**src/rtl/conv_array_ctrl_pkg.sv**
```systemverilog
// Shared conv kernel parameters: data width, default geometry, FSM encoding
// and width helpers used by the array controller and its tap counter.
`ifndef DATA_WIDTH
`define DATA_WIDTH 16
`endif

package conv_array_ctrl_pkg;

  localparam int DATA_WIDTH      = `DATA_WIDTH;
  localparam int ARRAY_SIZE_DEF  = 6;
  localparam int KERNEL_SIZE_DEF = 3;
  localparam int MAC_LATENCY_DEF = 2;

  typedef enum logic [2:0] {
    S_IDLE   = 3'd0,
    S_CLEAR  = 3'd1,
    S_ACCUM  = 3'd2,
    S_DRAIN  = 3'd3,
    S_OUTPUT = 3'd4
  } state_t;

  // Never let a counter collapse to zero bits when the range is 1.
  function automatic int clog2_min1(input int n);
    return (n > 1) ? $clog2(n) : 1;
  endfunction

  function automatic int tap_w(input int k);
    return clog2_min1(k * k);
  endfunction

  function automatic int idx_w(input int k);
    return clog2_min1(k);
  endfunction

  localparam int TAP_W_DEF = tap_w(KERNEL_SIZE_DEF);
  localparam int IDX_W_DEF = idx_w(KERNEL_SIZE_DEF);

endpackage

```
**src/rtl/conv_array_ctrl_tap_counter.sv**
```systemverilog
// Row-major window walker: tap index plus separate row/col counters, so the
// line cache offsets need no divide or modulo.
module conv_tap_counter
  import conv_array_ctrl_pkg::*;
#(
  parameter  int KERNEL_SIZE = KERNEL_SIZE_DEF,
  localparam int TAP_W       = tap_w(KERNEL_SIZE),
  localparam int IDX_W       = idx_w(KERNEL_SIZE)
) (
  input  logic             clk,
  input  logic             rst_n,
  input  logic             clear,
  input  logic             enable,
  output logic [TAP_W-1:0] tap,
  output logic [IDX_W-1:0] row,
  output logic [IDX_W-1:0] col,
  output logic             last
);

  localparam logic [TAP_W-1:0] TAP_LAST = TAP_W'(KERNEL_SIZE * KERNEL_SIZE - 1);
  localparam logic [IDX_W-1:0] IDX_LAST = IDX_W'(KERNEL_SIZE - 1);

  assign last = (tap == TAP_LAST);

  always_ff @(posedge clk) begin
    if (!rst_n || clear) begin
      tap <= '0;
      row <= '0;
      col <= '0;
    end else if (enable) begin
      // Wrap on the final tap so the offsets read zero once the window ends.
      if (last) begin
        tap <= '0;
        row <= '0;
        col <= '0;
      end else begin
        tap <= tap + 1'b1;
        if (col == IDX_LAST) begin
          col <= '0;
          row <= row + 1'b1;
        end else begin
          col <= col + 1'b1;
        end
      end
    end
  end

endmodule

```
**src/rtl/conv_array_ctrl.sv**
```systemverilog
// Kernel array sequencer: clear, stream KERNEL_SIZE^2 taps, wait out the MAC
// pipeline, then capture the array bus and hand it off over valid/ready.
module conv_array_ctrl
  import conv_array_ctrl_pkg::*;
#(
  parameter  int ARRAY_SIZE  = ARRAY_SIZE_DEF,
  parameter  int KERNEL_SIZE = KERNEL_SIZE_DEF,
  parameter  int MAC_LATENCY = MAC_LATENCY_DEF,
  localparam int TAP_W       = tap_w(KERNEL_SIZE),
  localparam int IDX_W       = idx_w(KERNEL_SIZE),
  localparam int BUS_W       = ARRAY_SIZE * DATA_WIDTH
) (
  input  logic             clk,
  input  logic             rst_n,
  input  logic             i_start,
  output logic             o_busy,
  output logic             o_clear,
  output logic             o_pixel_req,
  output logic [TAP_W-1:0] o_weight_addr,
  output logic [IDX_W-1:0] o_tap_row,
  output logic [IDX_W-1:0] o_tap_col,
  input  logic [BUS_W-1:0] i_array_bus,
  output logic [BUS_W-1:0] o_result_bus,
  output logic             o_result_valid,
  input  logic             i_result_ready
);

  localparam int DRN_W = clog2_min1(MAC_LATENCY);
  localparam logic [DRN_W-1:0] DRN_LAST = DRN_W'(MAC_LATENCY - 1);

  state_t state, state_nxt;
  logic   tap_last;
  logic   drain_last;
  logic   capture;
  logic [DRN_W-1:0] drain_cnt;
  logic [ARRAY_SIZE-1:0][DATA_WIDTH-1:0] result_q;

  always_ff @(posedge clk) begin
    if (!rst_n) state <= S_IDLE;
    else        state <= state_nxt;
  end

  always_comb begin
    state_nxt = state;
    capture   = 1'b0;
    unique case (state)
      S_IDLE:   if (i_start) state_nxt = S_CLEAR;
      S_CLEAR:  state_nxt = S_ACCUM;
      S_ACCUM:  if (tap_last) state_nxt = S_DRAIN;
      S_DRAIN: begin
        if (drain_last) begin
          capture   = 1'b1;
          state_nxt = S_OUTPUT;
        end
      end
      S_OUTPUT: begin
        // A start coincident with the handshake chains straight into a new job.
        if (i_result_ready) state_nxt = i_start ? S_CLEAR : S_IDLE;
      end
      default:  state_nxt = S_IDLE;
    endcase
  end

  // Held in clear outside ACCUM so the tap offsets read zero there.
  conv_tap_counter #(
    .KERNEL_SIZE (KERNEL_SIZE)
  ) u_tap_counter (
    .clk    (clk),
    .rst_n  (rst_n),
    .clear  (state != S_ACCUM),
    .enable (state == S_ACCUM),
    .tap    (o_weight_addr),
    .row    (o_tap_row),
    .col    (o_tap_col),
    .last   (tap_last)
  );

  assign drain_last = (drain_cnt == DRN_LAST);

  always_ff @(posedge clk) begin
    if (!rst_n || state != S_DRAIN) drain_cnt <= '0;
    else if (!drain_last)           drain_cnt <= drain_cnt + 1'b1;
  end

  for (genvar g = 0; g < ARRAY_SIZE; g++) begin : g_lane
    always_ff @(posedge clk) begin
      if (!rst_n)       result_q[g] <= '0;
      else if (capture) result_q[g] <= i_array_bus[g*DATA_WIDTH +: DATA_WIDTH];
    end
  end

  assign o_result_bus   = result_q;
  assign o_busy         = (state != S_IDLE);
  assign o_clear        = (state == S_CLEAR);
  assign o_pixel_req    = (state == S_ACCUM);
  assign o_result_valid = (state == S_OUTPUT);

endmodule

```
**config.mk**
```make
export PLATFORM = sky130hd
export DESIGN_NAME = conv_array_ctrl
export DESIGN_NICKNAME = d
export VERILOG_FILES = /design/src/rtl/conv_array_ctrl_pkg.sv /design/src/rtl/conv_array_ctrl_tap_counter.sv /design/src/rtl/conv_array_ctrl.sv
export SDC_FILE = /design/constraint.sdc
export NUM_CORES = 1
export LEC_CHECK = 0
export CAP_MARGIN = 20
export CORE_MARGIN = 2
export CORE_UTILIZATION = 43
export DETAILED_ROUTE_END_ITERATION = 10
export GPL_ROUTABILITY_DRIVEN = 0
export PLACE_DENSITY = 0.81
export RECOVER_POWER = 100
export SETUP_SLACK_MARGIN = 0.02
export SLEW_MARGIN = 20
export SYNTH_ARGS = -nofsm -noshare
export SYNTH_HDL_FRONTEND = slang
export SYNTH_SLANG_ARGS = --single-unit
```
**constraint.sdc**
```tcl
create_clock -name clk -period 1.86 [get_ports clk]
set_input_delay 0.372 -clock clk [delete_from_list [all_inputs] [get_ports clk]]
set_output_delay 0.372 -clock clk [all_outputs]
set_load 0.01 [all_outputs]
```
==> out/qor.txt, run 1 <==
POWER
-----------------------------------------------------------------------------------------------
Portion of total power attributed to combinational logic                                   8.4%
Total power divided by cell area                                                   655.8 nW/um2
Leakage Power                                                                          2.562 nW
Switching share of power                                                                 20.70%
Total net switching power                                                             0.8799 mW
Reg power frac                                                                            55.0%
Internal power                                                                         3.370 mW
Clock power frac                                                                          36.6%
IR Drop Worst-Case VDD                                                              0.0003997 V

TIMING
-----------------------------------------------------------------------------------------------
Clk_skew                                                                             0.01598 ns
Post-route minimum period                                                              1.740 ns
Unrepaired setup endpoints after global routing                                           false
Slew Viols, Final                                                                             0
TNS Setup                                                                                  0 ns
Rel. slew slack                                                                          77.75%
Fmax achieved                                                                        0.5747 GHz
Worst hold slack after final layout                                                   0.3417 ns
Worst-margin pin slew                                                                 0.3338 ns
Number of failing setup endpoints in the final timing report                                  0
Part of the cycle the worst path needs                                                   93.56%
Number of hold violations in the final report                                                 0

FLOORPLAN
-----------------------------------------------------------------------------------------------
Die footprint                                                                        10,360 um2
Overall die height                                                                     101.8 um
Die Width                                                                              101.8 um
Io pins                                                                                     208
Core region area                                                                       9240 um2
Initial cell density of the core                                                         44.51%
Rows                                                                                         35

GLOBAL ROUTING
-----------------------------------------------------------------------------------------------
Number of antenna violations at the first check in global routing                             0
Total GRT Usage                                                                          20.90%
Maximum number of pins on one net before global-route repair                                 64
Wire length of the first global-routing pass                                          17,270 um
Via count of the first global-routing pass                                                3,678
Sum of overflow across all layers after global routing                                        0

SYNTH
-----------------------------------------------------------------------------------------------
Synth area leaders                                                                 sky130_fd_sc_hd__dfxtp_1, sky130_fd_sc_hd__nand2_1, sky130_fd_sc_hd__a21boi_0, sky130_fd_sc_hd__a21boi_1, sky130_fd_sc_hd__buf_6
Fraction of synthesis flops using an asynchronous set or reset pin                           0%
Synth Cell Area                                                                        4113 um2
Leading cell types by count after synthesis                                        sky130_fd_sc_hd__nand2_1, sky130_fd_sc_hd__dfxtp_1, sky130_fd_sc_hd__a21boi_0
Number of enable-type register cells in the synthesized netlist                               0
Fraction of the yosys area taken by sequential cells                                     52.57%
Instance count of the mapped netlist                                                        468
Cell with the most instances after synthesis                                       sky130_fd_sc_hd__nand2_1
Mapped Nets                                                                                 570
Ys flop type                                                                       sky130_fd_sc_hd__dfxtp_1
Post-synthesis register bit count                                                           108
Portion of synthesized cell area occupied by the leading cell type                       52.57%
Top cell type by total area after synthesis                                        sky130_fd_sc_hd__dfxtp_1
Total number of yosys warnings                                                                0
Synthesized area per cell                                                             8.788 um2
Netlist cell types                                                                           32

SETUP PATH
-----------------------------------------------------------------------------------------------
Crit path arrival time                                                                  1.37 ns
Type of element capturing the critical path                                         output port
Critical path required time                                                             1.49 ns
Standard cell with the maximum stage delay on the critical path                    sky130_fd_sc_hd__dlygate4sd3_1
CP peak stage delay                                                                     0.63 ns
Crit path max-delay family                                                         buffers and inverters
Number of buffer and inverter stages on the critical path                                     1
Kind of critical path                                                                reg -> out
Critical-path cell list                                                            dlygate4sd3_1
Worst Setup Start Kind                                                                flip-flop
Crit Path Max Fanout                                                                          4

ROUTING
-----------------------------------------------------------------------------------------------
Average routed wire per standard cell                                                  13.64 um
Antenna-violating nets left                                                                   0
Final routed wirelength across all metal layers                                       10,840 um
Violation count after the first detailed-route iteration                                     80
Residual DRC                                                                                  0
Average vias per placed instance                                                          4.747
Total number of vias                                                                      3,774
Number of iterations in the first detailed-routing pass                                       4

FINISH
-----------------------------------------------------------------------------------------------
Final core utilization                                                                   70.13%
Area delta synth->final                                                                  57.56%
Sequential cell area in the final layout                                               2165 um2
Area of combinational cells with multiple inputs                                       1729 um2
Inserted Diodes                                                                               0
Nets@finish                                                                                 764
Share of cells above drive strength 1                                                    4.805%
Filler Cells Inserted                                                                       730

RUN STATUS
-----------------------------------------------------------------------------------------------
Run status                                                                         complete, no violations

CLOCK NETWORK
-----------------------------------------------------------------------------------------------
Cts bufs inserted                                                                             9
Clock tree from TritonCTS                                                                   yes
Clock latency of the later-clocked register in the worst-skew pair                      0.36 ns
Post-cts hold buffer count                                                                    0
H-tree depth                                                                                  3
Clock input transition at the sequential cells of the worst setup and hold paths        0.10 ns
Sinks on the clock net                                                                      108
Max Root-Sink Buffers                                                                         2
Library cell used as clock root buffer                                             sky130_fd_sc_hd__clkbuf_8

PLACE
-----------------------------------------------------------------------------------------------
Sum of net half-perimeters after detailed placement                                     7885 um
Count of port buffers added during placement                                                207

HOLD PATH
-----------------------------------------------------------------------------------------------
HP Class                                                                              in -> reg

JOB
-----------------------------------------------------------------------------------------------
Max-capacitance violation count                                                               0

-- worst reg2reg max path, stage by stage, from the launching register on --
cell	delay, ns
sky130_fd_sc_hd__dfxtp_2	0.40
sky130_fd_sc_hd__clkbuf_1	0.31
sky130_fd_sc_hd__and4b_4	0.35
sky130_fd_sc_hd__buf_12	0.24
sky130_fd_sc_hd__nand2_1	0.08
sky130_fd_sc_hd__a21boi_0	0.20
-- registers in the layout (all words and copies together), names as in the netlist --
name               cells
drain_cnt              1
state                  3
u_tap_counter.col      2
u_tap_counter.row      2
o_result_bus          96
u_tap_counter.tap      4
-- logic make-up (layout without fill, tap and decap cells) --
| logic type | after synthesis | count (layout) | synth area share [%] |
|---|---|---|---|
| DFF | 108 | 108 | 52.57 |
| AOI/OAI and AO/OA | 102 | 102 | 18.62 |
| buffers and inverters | 37 | 235 | 5.689 |
| and+or+nand+nor | 215 | 215 | 21.66 |
| adders and majority gates | 2 | 2 | 0.6084 |
| xor gates and xnor gates | 4 | 4 | 0.8520 |
-- path summary, 6_finish.rpt --
path	start	endpoint	slack, ns	cells after the start
setup / recovery	u_tap_counter.tap[1]	o_weight_addr[1]	0.12	1
hold / removal	rst_n	state[0]	0.34	2
setup reg to reg	state[0]	o_result_bus[54]	0.21	5
hold reg to reg	o_result_bus[36]	o_result_bus[36]	0.46	2
-- final cells by class --
class	instances	area share (%)
well taps	129	2.491
inverters	3	0.1738
clock inverters	5	1.294
repair buffers	217	33.83
multi-input cells	323	26.68
flip-flops and latches	108	33.40
clock buffers	10	2.124
-- placed cells by master (no fill, tap or decap), types with 2 or more instances in the layout --
cell type,synthesis,final
sky130_fd_sc_hd__xnor2_1,2,2
sky130_fd_sc_hd__nor3b_1,3,2
sky130_fd_sc_hd__nand3b_1,2,2
sky130_fd_sc_hd__nand2_1,192,192
sky130_fd_sc_hd__dfxtp_2,0,2
sky130_fd_sc_hd__dlygate4sd3_1,0,102
sky130_fd_sc_hd__dfxtp_1,108,106
sky130_fd_sc_hd__xor2_1,2,2
sky130_fd_sc_hd__bufinv_16,0,2
sky130_fd_sc_hd__clkinvlp_4,0,2
sky130_fd_sc_hd__a21boi_0,58,95
sky130_fd_sc_hd__buf_4,9,4
sky130_fd_sc_hd__nor2_1,5,5
sky130_fd_sc_hd__nand3_1,1,2
sky130_fd_sc_hd__clkdlybuf4s50_1,0,100
sky130_fd_sc_hd__inv_1,3,3
sky130_fd_sc_hd__nor2b_1,2,2
sky130_fd_sc_hd__dlygate4sd2_1,0,3
sky130_fd_sc_hd__o21a_1,2,2
sky130_fd_sc_hd__ha_1,2,2
sky130_fd_sc_hd__buf_12,0,5
sky130_fd_sc_hd__clkbuf_8,0,10
-- repair_timing --
action / 4_1_cts / 5_1_grt
buffers inserted: 2 / 0
resized for setup: 12 / 1
cloned: 0 / 0
setup endpoints to repair: 4 / 1
-- through the flow --
stage	worst slack [ns]	power, mW	std cells	instance area, um2
floorplan	0.6005	2.487	468	4113
global placement	0.1553	2.745	778	6254
detailed placement	0.08683	2.750	778	6254
CTS	0.05324	4.312	795	6505
global route	0.05354	4.419	795	6480
finish	0.1198	4.250	795	6480
-- power by group through the flow --
stage / registers (mW) / clock network, mW / logic (mW)
2_1_floorplan: 2.38 / 0 / 0.103
3_3_place_gp: 2.39 / 0 / 0.354
3_5_place_dp: 2.39 / 0 / 0.357
4_1_cts: 2.34 / 1.61 / 0.367
5_1_grt: 2.34 / 1.70 / 0.382
6_report: 2.34 / 1.56 / 0.356
-- layer usage --
| layer | up-vias | wire length (um) | global-route usage, % |
|---|---|---|---|
| met4 | 0 | 241 | 7.796 |
| met5 | - | 0 | 0 |
| met3 | 18 | 989 | 7.246 |
| li1 | 1892 | - | - |
| met1 | 1722 | 4222 | 23.58 |
| met2 | 142 | 5387 | 36.34 |
Power figures use the tool's default switching activity.
==> run 2, diff against run 1 <==
--- a/config.mk
+++ b/config.mk
@@ -10,6 +10,7 @@
 export CORE_UTILIZATION = 43
 export DETAILED_ROUTE_END_ITERATION = 10
 export GPL_ROUTABILITY_DRIVEN = 0
+export GPL_TIMING_DRIVEN = 0
 export PLACE_DENSITY = 0.81
 export RECOVER_POWER = 100
 export SETUP_SLACK_MARGIN = 0.02
==> out/qor.txt, run 2 (same netlist as run 1, synthesis figures left out) <==
FINISH
-----------------------------------------------------------------------------------------------
Nets@finish                                                                                 788   was 764
Largest register FFs                                                                         96   unchanged
Area delta synth->final                                                                  57.99%   was 57.56%
Final instance area                                                                    6497 um2   was 6480 um2
Final core utilization                                                                   70.32%   was 70.13%
Share of cells above drive strength 1                                                    4.638%   was 4.805%
Filler Cells Inserted                                                                       750   was 730
Inserted Diodes                                                                               0   unchanged
Most common library cell in the layout ignoring fill and taps                      sky130_fd_sc_hd__nand2_1   unchanged
Most frequent cells in the layout                                                  sky130_fd_sc_hd__nand2_1, sky130_fd_sc_hd__dfxtp_1, sky130_fd_sc_hd__dlygate4sd3_1   unchanged

ROUTING
-----------------------------------------------------------------------------------------------
Total number of vias                                                                      3,807   was 3,774
Residual DRC                                                                                  0   unchanged
Average routed wire per standard cell                                                  13.42 um   was 13.64 um
Number of iterations in the first detailed-routing pass                                       4   unchanged
Antenna-violating nets left                                                                   0   unchanged
Violation count after the first detailed-route iteration                                     78   was 80
Average vias per placed instance                                                          4.648   was 4.747
Final routed wirelength across all metal layers                                       10,990 um   was 10,840 um

SETUP PATH
-----------------------------------------------------------------------------------------------
Standard cell with the maximum stage delay on the critical path                    sky130_fd_sc_hd__dlygate4sd3_1   unchanged
Crit Path Max Fanout                                                                          5   was 4
Crit path max-delay family                                                         buffers and inverters   unchanged
CP peak stage delay                                                                     0.62 ns   was 0.63 ns
Type of element capturing the critical path                                         output port   unchanged
Worst Setup Start Kind                                                                flip-flop   unchanged
Critical path required time                                                             1.49 ns   about the same
Number of buffer and inverter stages on the critical path                                     1   unchanged
Crit path arrival time                                                                  1.37 ns   about the same
Kind of critical path                                                                reg -> out   unchanged
Critical-path cell list                                                            dlygate4sd3_1   unchanged

GLOBAL ROUTING
-----------------------------------------------------------------------------------------------
Number of antenna violations at the first check in global routing                             0   unchanged
Wire length of the first global-routing pass                                          17,640 um   was 17,270 um
Sum of overflow across all layers after global routing                                        0   unchanged
Via count of the first global-routing pass                                                3,772   was 3,678
Total GRT Usage                                                                          21.48%   was 20.90%
Maximum number of pins on one net before global-route repair                                 17   was 64

FLOORPLAN
-----------------------------------------------------------------------------------------------
Initial cell density of the core                                                         44.51%   unchanged
Overall die height                                                                     101.8 um   unchanged
Rows                                                                                         35   unchanged
Die footprint                                                                        10,360 um2   unchanged
Core region area                                                                       9240 um2   unchanged
Io pins                                                                                     208   unchanged
Die Width                                                                              101.8 um   unchanged

TIMING
-----------------------------------------------------------------------------------------------
Part of the cycle the worst path needs                                                   93.78%   was 93.56%
Worst hold slack after final layout                                                   0.3940 ns   was 0.3417 ns
Fmax achieved                                                                        0.5733 GHz   was 0.5747 GHz
Unrepaired setup endpoints after global routing                                           false   unchanged
TNS Setup                                                                                  0 ns   unchanged
Number of failing setup endpoints in the final timing report                                  0   unchanged
PnR worst setup slack                                                                 0.1156 ns   was 0.1198 ns
Rel. slew slack                                                                          60.53%   was 77.75%
Worst-margin pin slew                                                                 0.5920 ns   was 0.3338 ns
Number of hold violations in the final report                                                 0   unchanged
Clk_skew                                                                             0.01462 ns   was 0.01598 ns
Slew Viols, Final                                                                             0   unchanged
Post-route minimum period                                                              1.744 ns   was 1.740 ns

POWER
-----------------------------------------------------------------------------------------------
Internal power                                                                         3.325 mW   was 3.370 mW
Total power divided by cell area                                                   643.2 nW/um2   was 655.8 nW/um2
IR Drop Worst-Case VDD                                                              0.0005238 V   was 0.0003997 V
Total net switching power                                                             0.8537 mW   was 0.8799 mW
Portion of total power attributed to combinational logic                                   8.5%   was 8.4%
Clock power frac                                                                          35.8%   was 36.6%
Leakage Power                                                                          2.558 nW   was 2.562 nW
Switching share of power                                                                 20.43%   was 20.70%
Reg power frac                                                                            55.7%   was 55.0%

CLOCK NETWORK
-----------------------------------------------------------------------------------------------
H-tree depth                                                                                  3   unchanged
Clock input transition at the sequential cells of the worst setup and hold paths        0.09 ns   was 0.10 ns
Clock tree from TritonCTS                                                                   yes   unchanged
Cts bufs inserted                                                                             9   unchanged
Library cell used as clock root buffer                                             sky130_fd_sc_hd__clkbuf_8   unchanged
Clock latency of the later-clocked register in the worst-skew pair                      0.36 ns   about the same
Sinks on the clock net                                                                      108   unchanged
Post-cts hold buffer count                                                                    0   unchanged
Max Root-Sink Buffers                                                                         2   unchanged

PLACE
-----------------------------------------------------------------------------------------------
Pre-CTS setup slack                                                                   0.1370 ns   was 0.08683 ns
Count of port buffers added during placement                                                206   was 207
Sum of net half-perimeters after detailed placement                                     8442 um   was 7885 um
Placed inst area                                                                       6336 um2   was 6254 um2

HOLD PATH
-----------------------------------------------------------------------------------------------
HP Class                                                                              in -> reg   unchanged

JOB
-----------------------------------------------------------------------------------------------
Max-capacitance violation count                                                               0   unchanged

RUN STATUS
-----------------------------------------------------------------------------------------------
Run status                                                                         complete, no violations   unchanged

## run 2: cell types whose count changed in the layout (fill, tap and decap cells not counted), sizes merged
| cell | before | now |
|---|---|---|
| clkbuf | 12 | 35 |
| buf | 10 | 13 |
| clkdlybuf4s50 | 100 | 98 |
| dlygate4sd3 | 102 | 104 |
| dlygate4sd2 | 3 | 2 |
| inv | 4 | 3 |
## run 2: power by group through the flow
stage                     clock network (mW)  logic [mW]  registers [mW]
after floorplan                            0       0.103            2.38
after global placement                     0       0.363            2.38
after detailed placement                   0       0.365            2.38
after CTS                               1.55       0.364            2.33
after global routing                    1.63       0.380            2.33
final                                   1.50       0.355            2.33
## run 2: path summary, 6_finish.rpt
| check | startpoint | endpoint | slack, ns | cells after the start |
|---|---|---|---|---|
| setup / recovery | u_tap_counter.tap[0] | o_weight_addr[0] | 0.12 | 1 |
| hold / removal | rst_n | state[2] | 0.39 | 2 |
| setup reg to reg | state[2] | o_result_bus[49] | 0.17 | 6 |
| hold reg to reg | o_result_bus[59] | o_result_bus[59] | 0.45 | 2 |
## run 2: area by class of cell
| class | instances | area [um2] | area share, % |
|---|---|---|---|
| sequential | 108 | 2163 | 33.29 |
| timing repair buffer | 207 | 2054 | 31.62 |
| multi-input combinational | 323 | 1705 | 26.25 |
| buffer | 34 | 195.2 | 3.004 |
| tap | 129 | 161.4 | 2.484 |
| clock buffer | 11 | 131.4 | 2.022 |
| clock inverter | 4 | 75.07 | 1.155 |
| inverter | 3 | 11.26 | 0.1733 |
## run 2: per-stage QoR
stage	total power [mW]	instances
global route	4.345	819
floorplan	2.487	468
CTS	4.240	818
detailed placement	2.748	803
global placement	2.746	803
finish	4.179	819
## run 2: per-layer routing
| layer | wire length, um | GRT usage (%) | up-vias |
|---|---|---|---|
| met4 | 248 | 6.965 | 0 |
| met2 | 5287 | 37.15 | 146 |
| met3 | 1118 | 8.627 | 21 |
| li1 | - | - | 1945 |
| met5 | 0 | 0 | - |
| met1 | 4335 | 24.10 | 1695 |
## run 2: timing repair
action | CTS | global route
endpoints found under the setup margin | 4 | 2
setup buffers | 0 | 1
resized for setup | 7 | 3
==> run 3, diff against run 2 <==
--- a/config.mk
+++ b/config.mk
@@ -6,12 +6,12 @@
 export NUM_CORES = 1
 export LEC_CHECK = 0
 export CAP_MARGIN = 20
-export CORE_MARGIN = 2
-export CORE_UTILIZATION = 43
+export CORE_UTILIZATION = 40
+export CTS_CLUSTER_SIZE = 25
 export DETAILED_ROUTE_END_ITERATION = 10
 export GPL_ROUTABILITY_DRIVEN = 0
 export GPL_TIMING_DRIVEN = 0
-export PLACE_DENSITY = 0.81
+export PLACE_DENSITY = 0.76
 export RECOVER_POWER = 100
 export SETUP_SLACK_MARGIN = 0.02
 export SLEW_MARGIN = 20
==> constraint.sdc (replaced) <==
create_clock -name clk -period 2 [get_ports clk]
set_input_delay 0.4 -clock clk [delete_from_list [all_inputs] [get_ports clk]]
set_output_delay 0.4 -clock clk [all_outputs]
set_load 0.01 [all_outputs]
==> out/qor.txt, run 3 (same netlist as run 1, synthesis figures left out) <==
HOLD PATH
-----------------------------------------------------------------------------------------------
Worst Hold Depth                                                                              2   unchanged
HP Class                                                                              in -> reg   unchanged
Min-Delay Startpoint                                                                      rst_n   unchanged
Hold EP                                                                                state[2]   unchanged

ROUTING
-----------------------------------------------------------------------------------------------
Total number of vias                                                                      3,826   was 3,807
Final routed wirelength across all metal layers                                       11,050 um   was 10,990 um
Average vias per placed instance                                                          4.660   was 4.648
Residual DRC                                                                                  0   unchanged
Number of iterations in the first detailed-routing pass                                       4   unchanged
Average routed wire per standard cell                                                  13.46 um   was 13.42 um
Antenna-violating nets left                                                                   0   unchanged
Violation count after the first detailed-route iteration                                     75   was 78

TIMING
-----------------------------------------------------------------------------------------------
Clk_skew                                                                             0.01377 ns   was 0.01462 ns
Post-route minimum period                                                              1.883 ns
Part of the cycle the worst path needs                                                   94.14%
Fmax achieved                                                                        0.5311 GHz
Rel. slew slack                                                                          58.45%   was 60.53%
Number of failing setup endpoints in the final timing report                                  0   unchanged
Slew Viols, Final                                                                             0   unchanged
Number of hold violations in the final report                                                 0   unchanged
Worst hold slack after final layout                                                   0.4172 ns   was 0.3940 ns
TNS Setup                                                                                  0 ns   unchanged
Worst-margin pin slew                                                                 0.6233 ns   was 0.5920 ns
Unrepaired setup endpoints after global routing                                           false   unchanged

CLOCK NETWORK
-----------------------------------------------------------------------------------------------
Clock latency of the later-clocked register in the worst-skew pair                      0.35 ns   was 0.36 ns
Library cell used as clock root buffer                                             sky130_fd_sc_hd__clkbuf_8   unchanged
Post-cts hold buffer count                                                                    0   unchanged
Cts bufs inserted                                                                             9   unchanged
Clock tree from TritonCTS                                                                   yes   unchanged
Sinks on the clock net                                                                      108   unchanged
H-tree depth                                                                                  3   unchanged
Clock input transition at the sequential cells of the worst setup and hold paths        0.10 ns   was 0.09 ns
Max Root-Sink Buffers                                                                         2   unchanged
Count of buffers added by post-CTS timing repair for setup                                    0   unchanged

FLOORPLAN
-----------------------------------------------------------------------------------------------
Rows                                                                                         36   was 35
Core region area                                                                       9864 um2   was 9240 um2
Die footprint                                                                        10,690 um2   was 10,360 um2
Die Width                                                                              103.4 um   was 101.8 um
Initial cell density of the core                                                         41.69%   was 44.51%
Overall die height                                                                     103.4 um   was 101.8 um
Io pins                                                                                     208   unchanged

GLOBAL ROUTING
-----------------------------------------------------------------------------------------------
Number of antenna violations at the first check in global routing                             0   unchanged
Maximum number of pins on one net before global-route repair                                 17   unchanged
Wire length of the first global-routing pass                                          16,910 um   was 17,640 um
Via count of the first global-routing pass                                                3,644   was 3,772
Total GRT Usage                                                                          20.60%   was 21.48%
Sum of overflow across all layers after global routing                                        0   unchanged

SETUP PATH
-----------------------------------------------------------------------------------------------
Worst reg2reg path endpoint                                                        o_result_bus[53]   was o_result_bus[49]
Kind of critical path                                                                reg -> out   unchanged
Crit path arrival time                                                                  1.48 ns   was 1.37 ns
Type of element capturing the critical path                                         output port   unchanged
Worst R2R Start                                                                        state[2]   unchanged
Crit Path Max Fanout                                                                         10   was 5
Worst Setup Start Kind                                                                flip-flop   unchanged
Setup slack, reg-to-reg                                                                 0.23 ns   was 0.17 ns
Critical path required time                                                             1.60 ns   was 1.49 ns
Count of cells along the worst register-to-register path                                      5   was 6

PLACE
-----------------------------------------------------------------------------------------------
Placed inst area                                                                       6341 um2   was 6336 um2
Count of port buffers added during placement                                                206   unchanged
Sum of net half-perimeters after detailed placement                                     8566 um   was 8442 um
Number of cells in the design after placement                                               807   was 803

FINISH
-----------------------------------------------------------------------------------------------
Final std cells w/o fill                                                                    821   was 819
Filler Cells Inserted                                                                       835   was 750
Share of cells above drive strength 1                                                    4.070%   was 4.638%
Area delta synth->final                                                                  56.98%   was 57.99%
Final instance area                                                                    6456 um2   was 6497 um2
Most frequent cells in the layout                                                  sky130_fd_sc_hd__nand2_1, sky130_fd_sc_hd__dfxtp_1, sky130_fd_sc_hd__dlygate4sd3_1   unchanged
Largest register FFs                                                                         96   unchanged
Most common library cell in the layout ignoring fill and taps                      sky130_fd_sc_hd__nand2_1   unchanged
Nets@finish                                                                                 787   was 788
Inserted Diodes                                                                               0   unchanged

POWER
-----------------------------------------------------------------------------------------------
IR Drop Worst-Case VDD                                                              0.0004195 V   was 0.0005238 V
Leakage Power                                                                          2.536 nW   was 2.558 nW
Total power divided by cell area                                                   562.6 nW/um2   was 643.2 nW/um2
Total power                                                                            3.632 mW   was 4.179 mW

JOB
-----------------------------------------------------------------------------------------------
Max-capacitance violation count                                                               0   unchanged

RUN STATUS
-----------------------------------------------------------------------------------------------
Run status                                                                         complete, no violations   unchanged

-- run 3: worst max-delay path by stage --
stage          startpoint               end  slack, ns  cells after the start
2_1_floorplan    state[2]  o_result_bus[48]       0.74                      6
3_3_place_gp     state[1]       o_pixel_req       0.26                      3
3_5_place_dp     state[1]       o_pixel_req       0.23                      3
4_1_cts          state[0]            o_busy       0.09                      3
5_1_grt          state[2]  o_result_bus[91]       0.01                      5
6_report         state[0]            o_busy       0.12                      3
-- run 3: power by group --
part | leakage (nW) | switching [mW] | internal, mW
clock | 0.0742 | 0.695 | 0.441
sequential | 0.870 | 0.00696 | 2.16
combinational | 1.59 | 0.0977 | 0.233
total | 2.54 | 0.800 | 2.83
-- run 3: area by class of cell --
class / instances / area [um2] / area share [%]
well taps: 133 / 166.4 / 2.578
multi-input cells: 323 / 1705 / 26.41
clock buffers: 10 / 127.6 / 1.977
repair buffers: 206 / 2057 / 31.86
clock inverters: 4 / 28.78 / 0.4457
flip-flops and latches: 108 / 2162 / 33.49
plain buffers: 34 / 197.7 / 3.062
inverters: 3 / 11.26 / 0.1744
-- run 3: repair_timing --
| action | in CTS | in global routing |
|---|---|---|
| setup endpoints to repair | 4 | 0 |
| endpoints found under the hold margin | 0 | 0 |
| resized for setup | 5 | 0 |
-- run 3: metal layers --
layer / vias to the layer above / wire length (um) / track usage [%]
met1: 1743 / 4390 / 21.88
met2: 131 / 5453 / 37.49
met5: - / 0 / 0
li1: 1942 / - / -
met3: 10 / 1048 / 8.266
met4: 0 / 155 / 5.850
-- run 3: critical path, cell delays in order, from the launching register on --
cell and delay (ns):
sky130_fd_sc_hd__dfxtp_1 0.31, sky130_fd_sc_hd__buf_2 0.17, sky130_fd_sc_hd__or3_1 0.35, sky130_fd_sc_hd__dlygate4sd2_1 0.30
-- run 3: through the flow --
stage                     setup slack [ns]  utilization, %
after floorplan                     0.7405               -
after global placement              0.2608           64.28
after detailed placement            0.2251           64.28
after CTS                          0.08548           65.83
after global routing               0.01499           65.45
final                               0.1171           65.45
